$ cat src/rtl/caliptra_fpga_sync_axil_initiator.sv
// Single-outstanding AXI4-Lite initiator for the FPGA sync register block.
// Turns cmd/rsp requests into AXI-Lite reads/writes and reports bus latency.
module caliptra_fpga_sync_axil_initiator #(
   parameter int LAT_W = 16
) (
   input  logic             aclk,
   input  logic             rstn,
   // Command/response side. A transfer happens when valid and ready are both
   // high at a rising aclk edge; valid never drops and payload never changes
   // before that edge, on every channel in both directions.
   input  logic             cmd_valid,
   output logic             cmd_ready,
   input  logic             cmd_write,
   input  logic [31:0]      cmd_addr,
   input  logic [63:0]      cmd_wdata,
   input  logic [7:0]       cmd_wstrb,
   output logic             rsp_valid,
   input  logic             rsp_ready,
   output logic [63:0]      rsp_data,
   output logic [1:0]       rsp_resp,
   output logic             rsp_write,
   output logic [LAT_W-1:0] rsp_latency,
   output logic             arvalid,
   input  logic             arready,
   output logic [31:0]      araddr,
   output logic [2:0]       arprot,
   input  logic             rvalid,
   output logic             rready,
   input  logic [63:0]      rdata,
   input  logic [1:0]       rresp,
   output logic             awvalid,
   input  logic             awready,
   output logic [31:0]      awaddr,
   output logic [2:0]       awprot,
   output logic             wvalid,
   input  logic             wready,
   output logic [63:0]      wdata,
   output logic [7:0]       wstrb,
   input  logic             bvalid,
   output logic             bready,
   input  logic [1:0]       bresp,
   output logic [2:0]       dbg_state
);

   typedef enum logic [2:0] {
      IDLE  = 3'd0,
      RD_A  = 3'd1,
      RD_D  = 3'd2,
      WR_AW = 3'd3,
      WR_B  = 3'd4,
      RSP   = 3'd5
   } state_t;

   state_t           state;
   logic [31:0]      addr_q;
   logic [63:0]      wdata_q;
   logic [7:0]       wstrb_q;
   logic             aw_done;
   logic             w_done;
   logic [LAT_W-1:0] lat_cnt;
   logic [LAT_W-1:0] lat_next;
   logic             aw_fin;
   logic             w_fin;

   assign araddr    = addr_q;
   assign awaddr    = addr_q;
   assign wdata     = wdata_q;
   assign wstrb     = wstrb_q;
   assign arprot    = 3'b000;
   assign awprot    = 3'b000;
   assign dbg_state = state;

   // Count including the current cycle, clamped at all-ones.
   assign lat_next = (lat_cnt == {LAT_W{1'b1}}) ? lat_cnt : lat_cnt + LAT_W'(1);
   assign aw_fin   = aw_done | (awvalid & awready);
   assign w_fin    = w_done | (wvalid & wready);

   always_ff @(posedge aclk or negedge rstn) begin
      if (!rstn) begin
         state       <= IDLE;
         cmd_ready   <= 1'b1;
         rsp_valid   <= 1'b0;
         rsp_data    <= '0;
         rsp_resp    <= '0;
         rsp_write   <= 1'b0;
         rsp_latency <= '0;
         arvalid     <= 1'b0;
         rready      <= 1'b0;
         awvalid     <= 1'b0;
         wvalid      <= 1'b0;
         bready      <= 1'b0;
         addr_q      <= '0;
         wdata_q     <= '0;
         wstrb_q     <= '0;
         aw_done     <= 1'b0;
         w_done      <= 1'b0;
         lat_cnt     <= '0;
      end else begin
         case (state)
            IDLE: begin
               if (cmd_valid) begin
                  addr_q    <= cmd_addr;
                  wdata_q   <= cmd_wdata;
                  wstrb_q   <= cmd_wstrb;
                  lat_cnt   <= '0;
                  cmd_ready <= 1'b0;
                  if (cmd_write) begin
                     awvalid <= 1'b1;
                     wvalid  <= 1'b1;
                     aw_done <= 1'b0;
                     w_done  <= 1'b0;
                     state   <= WR_AW;
                  end else begin
                     arvalid <= 1'b1;
                     state   <= RD_A;
                  end
               end
            end
            RD_A: begin
               lat_cnt <= lat_next;
               if (arready) begin
                  arvalid <= 1'b0;
                  rready  <= 1'b1;
                  state   <= RD_D;
               end
            end
            RD_D: begin
               lat_cnt <= lat_next;
               if (rvalid) begin
                  rready      <= 1'b0;
                  rsp_valid   <= 1'b1;
                  rsp_data    <= rdata;
                  rsp_resp    <= rresp;
                  rsp_write   <= 1'b0;
                  rsp_latency <= lat_next;
                  state       <= RSP;
               end
            end
            WR_AW: begin
               // AW and W retire independently; leave once both have.
               lat_cnt <= lat_next;
               if (awvalid && awready) awvalid <= 1'b0;
               if (wvalid && wready) wvalid <= 1'b0;
               aw_done <= aw_fin;
               w_done  <= w_fin;
               if (aw_fin && w_fin) begin
                  bready <= 1'b1;
                  state  <= WR_B;
               end
            end
            WR_B: begin
               lat_cnt <= lat_next;
               if (bvalid) begin
                  bready      <= 1'b0;
                  rsp_valid   <= 1'b1;
                  rsp_data    <= '0;
                  rsp_resp    <= bresp;
                  rsp_write   <= 1'b1;
                  rsp_latency <= lat_next;
                  state       <= RSP;
               end
            end
            RSP: begin
               if (rsp_ready) begin
                  rsp_valid <= 1'b0;
                  cmd_ready <= 1'b1;
                  state     <= IDLE;
               end
            end
            default: state <= IDLE;
         endcase
      end
   end

endmodule

$ cat config.mk
export PLATFORM = sky130hd
export DESIGN_NAME = caliptra_fpga_sync_axil_initiator
export DESIGN_NICKNAME = d
export VERILOG_FILES = /design/src/rtl/caliptra_fpga_sync_axil_initiator.sv
export SDC_FILE = /design/constraint.sdc
export NUM_CORES = 1
export LEC_CHECK = 0
export ABC_CLOCK_PERIOD_IN_PS = 2400
export BUFFER_PORTS_ARGS = -buffer_cell sky130_fd_sc_hd__buf_2
export CAP_MARGIN = 15
export CORE_MARGIN = 2
export CORE_UTILIZATION = 25
export CTS_CLUSTER_DIAMETER = 30
export DETAILED_ROUTE_END_ITERATION = 10
export PLACE_DENSITY = 0.6
export SKIP_LAST_GASP = 1
export SLEW_MARGIN = 20
export SYNTH_ARGS = -nofsm -noshare
export SYNTH_HDL_FRONTEND = slang
export SYNTH_SLANG_ARGS = --single-unit
$ cat constraint.sdc
create_clock -name aclk -period 2.4 [get_ports aclk]
set_input_delay 0.12 -clock aclk [delete_from_list [all_inputs] [get_ports aclk]]
set_output_delay 0.12 -clock aclk [all_outputs]
set_load 0.01 [all_outputs]
==> results.py <==
metrics = {
    "sta": {
        "worst_slack_ns": 0.131,
        "fmax_mhz": 441,
        "hold_viol": 0,
        "rsz0062_at_grt": "no",
        "skew_ns": 0.0181,
        "period_needed_ns": 2.27,
        "finalSetupViolCount": 0,
        "worstMarginPinSlew_ns": 0.754,
        "slew_viol_final": 0,
        "period_share_pct": 94.6,
        "finalSetupTns_ns": 0,
        "slew_headroom_pct": 49.8,
    },
    "route": {
        "first_iter_violations": 419,
        "vias_per_cell": 4.47,
        "firstDrtPassIters": 5,
        "drcViolationCount": 0,
        "finalWirelength_mm": 32.9,
        "avgRoutedWirePerCell_um": 17.0,
        "num_vias": 8666,
        "detail-route-antenna-nets": 0,
    },
    "hold_path": {
        "hold_class": "primary input to asynchronous set/reset pin",
    },
    "floorplan": {
        "start_util_pct": 25.5,
        "ios": 417,
        "coreArea_um2": 36800,
        "row_count": 70,
        "die_x_um": 198,
        "die_h_um": 198,
        "die_area_um2": 39100,
    },
    "place": {
        "dp_slack_ns": 0.394,
        "dp.final_hpwl_mm": 21.5,
        "gp_congestion": 0.813,
        "dp_cells": 1648,
        "port_buffers": 410,
    },
    "critical_path": {
        "path_max_fanout": 21,
        "worstSetupPathType": "register to register",
        "critPathArrivalTime_ns": 2.75,
        "critPathBufInv": 4,
        "startpoint_type": "register",
        "cpMostUsedCell": "buf_12",
        "critPathCaptureType": "register",
        "crit_path_max_incr_delay_ns": 0.56,
        "critical_path.cell_chain": "buf_4, nand3b_4, a21oi_4, buf_12, buf_12, nor2_1, a31oi_1, dlygate4sd3_1",
        "cpLargestDelayFamily": "buffers and inverters",
        "slowest_stage": "dlygate4sd3_1",
        "crit_required_ns": 2.88,
    },
    "grt": {
        "first_global_vias": 9053,
        "grt.overflow.total": 0,
        "track_usage_pct": 16.4,
        "grt_max_degree": 70,
        "antenna_found_initial": 0,
        "grt_pass1_wl_mm": 49.8,
    },
    "synth": {
        "yosysTopAreaCell": "dfrtp_1",
        "synth_seq_cells": 215,
        "synth_edf_count": 0,
        "synth_cell_types": 64,
        "netlist_instances": 822,
        "yosysSeqAreaShare_pct": 57.3,
        "syn_area_um2": 9390,
        "synth_area_leaders": "dfrtp_1 57%, mux2_2 11%, nand2_1 6.1%",
        "yosysWarnings": 0,
        "syn_area_per_cell_um2": 11.4,
        "yosys.area.top_type_share_pct": 57.0,
        "synth_flop_cell": "dfrtp_1",
        "async_flop_share_pct": 100,
    },
    "run": {
        "drv_cap": 0,
    },
    "cells_and_area": {
        "fillers": 3399,
        "drive_gt1_share_pct": 44.7,
        "syn2layout_area_growth_pct": 66.6,
        "nets": 1605,
        "stdcell_count": 1937,
        "final_core_util_pct": 42.5,
    },
    "power_and_ir_drop": {
        "leakagePower_nw": 7.70,
        "powerDensity_nw_per_um2": 1380,
        "ir_drop_v": 0.000620,
        "p_total_w": 0.0216,
    },
    "cts": {
        "htreeDepth": 2,
        "cts-root-buf": "clkbuf_16",
        "clk_pin_slew_ns": 0.04,
        "clkSinkCount": 215,
        "numCtsBuffers": 56,
        "clk_latency_ns": 0.57,
        "cts_tree": "yes",
        "cts.path.max_buffers": 3,
    },
    "run_status": {
        "status": "finished, final reports clean",
    },
}
[state kept, by name, indices dropped and copies added, names as in the netlist]
register	flops
wdata	64
rsp_valid	1
wvalid	1
rsp_latency	16
w_done	1
arvalid	1
awvalid	1
rready	1
rsp_write	1
cmd_ready	1
rsp_resp	2
aw_done	1
araddr	32
rsp_data	64
lat_cnt	16
dbg_state	3
wstrb	8
bready	1
[cells by family (layout without fill, tap and decap cells)]
kind of cell | Yosys count | after routing | synth area share [%]
multiplexers | 107 | 107 | 12.8
flip-flops | 215 | 215 | 57.3
AO/OA/AOI/OAI | 103 | 103 | 7.48
AND/OR/NAND/NOR | 298 | 298 | 15.3
buffers and inverters | 96 | 737 | 6.84
XOR/XNOR | 1 | 1 | 0.0933
adder cells (fa/ha/maj) | 1 | 1 | 0.133
other | 1 | 7 | 0.0399
[final timing paths]
check | start | end | slack, ns | cells after the start
hold / removal | rstn | araddr[5] | 0.14 | 2
setup / recovery | dbg_state[1] | rsp_resp[1] | 0.13 | 8
hold reg to reg | rsp_data[18] | rsp_data[18] | 0.46 | 2
max in group asynchronous | rstn | wdata[7] | 1.53 | 3
setup reg to reg | dbg_state[1] | rsp_resp[1] | 0.13 | 8
min in group aclk | cmd_wdata[3] | wdata[3] | 0.30 | 3
[timing repair]
action | 4_1_cts | 5_1_grt
hold buffers | 184 | 0
endpoints found under the setup margin | 0 | 2
endpoints found under the hold margin | 289 | 0
buffers inserted | 0 | 0
resized for setup | 0 | 1
[cells in the final DEF (no fill, tap or decap), types with 6 or more instances in the layout]
cell type,count
a21oi_1,30
a31oi_1,14
and3_1,6
buf_12,8
buf_2,409
buf_4,24
bufinv_16,8
clkbuf_1,8
clkbuf_16,57
clkbuf_8,10
clkinv_2,9
clkinvlp_4,7
conb_1,6
dfrtp_1,214
dlygate4sd3_1,184
inv_1,6
mux2_1,11
mux2_2,94
nand2_1,151
nand3_1,72
nor2_1,24
o21ai_0,15
o31ai_1,8
or3_1,6
[worst register-to-register path, cell delays in order, from the launching register on]
cell and delay [ns]:
dfrtp_1 0.41, buf_4 0.20, nand3b_4 0.21, a21oi_4 0.26, buf_12 0.22, buf_12 0.17, nor2_1 0.05, a31oi_1 0.12
dlygate4sd3_1 0.56
[final cells by class]
| class | instances | area [um2] | area share, % |
|---|---|---|---|
| Sequential cell | 215 | 5380 | 34.4 |
| Timing Repair Buffer | 627 | 4260 | 27.2 |
| Multi-Input combinational cell | 516 | 3410 | 21.8 |
| Clock buffer | 75 | 1590 | 10.2 |
| Tap cell | 468 | 586 | 3.74 |
| Clock inverter | 29 | 393 | 2.51 |
| Inverter | 6 | 22.5 | 0.144 |
| Antenna cell | 1 | 2.50 | 0.0160 |
[synthesized netlist by cell type, types with 3 or more instances]
| library cell | instances |
|---|---|
| mux2_2 | 94 |
| buf_1 | 10 |
| mux2_1 | 11 |
| nor3_1 | 5 |
| and3_1 | 6 |
| nand2_1 | 152 |
| or3_1 | 6 |
| and2_1 | 4 |
| nor2_1 | 24 |
| buf_4 | 43 |
| nand4_1 | 5 |
| o21ai_0 | 15 |
| a31oi_1 | 14 |
| or4_1 | 3 |
| buf_6 | 13 |
| a21oi_1 | 31 |
| o31ai_1 | 8 |
| buf_2 | 17 |
| nand3_1 | 72 |
| inv_1 | 6 |
| clkbuf_1 | 6 |
| a41oi_1 | 4 |
| a211oi_1 | 5 |
| dfrtp_1 | 214 |
[report_power, final]
part | switching, W | total [W] | leakage [nW] | internal, W
Combinational | 0.00408 | 0.00746 | 4.10 | 0.00338
Sequential | 0.00107 | 0.00640 | 2.64 | 0.00533
Clock | 0.00226 | 0.00774 | 0.960 | 0.00548
Total | 0.00741 | 0.0216 | 7.70 | 0.0142
[layer usage]
layer | wire length [um] | GRT usage [%] | vias to the layer above
li1 | - | - | 4075
met1 | 12700 | 18.3 | 4136
met2 | 16100 | 27.9 | 358
met3 | 2400 | 4.87 | 97
met4 | 1730 | 9.33 | 0
met5 | 0 | 0 | -
[stage by stage]
stage,hold WS [ns],cell area (um2)
floorplan,-0.176,9410
global placement,0.139,11800
finish,0.139,15600
global route,0.161,15600
CTS,0.131,15600
detailed placement,0.143,11800
(Power assumes the default switching activity.)
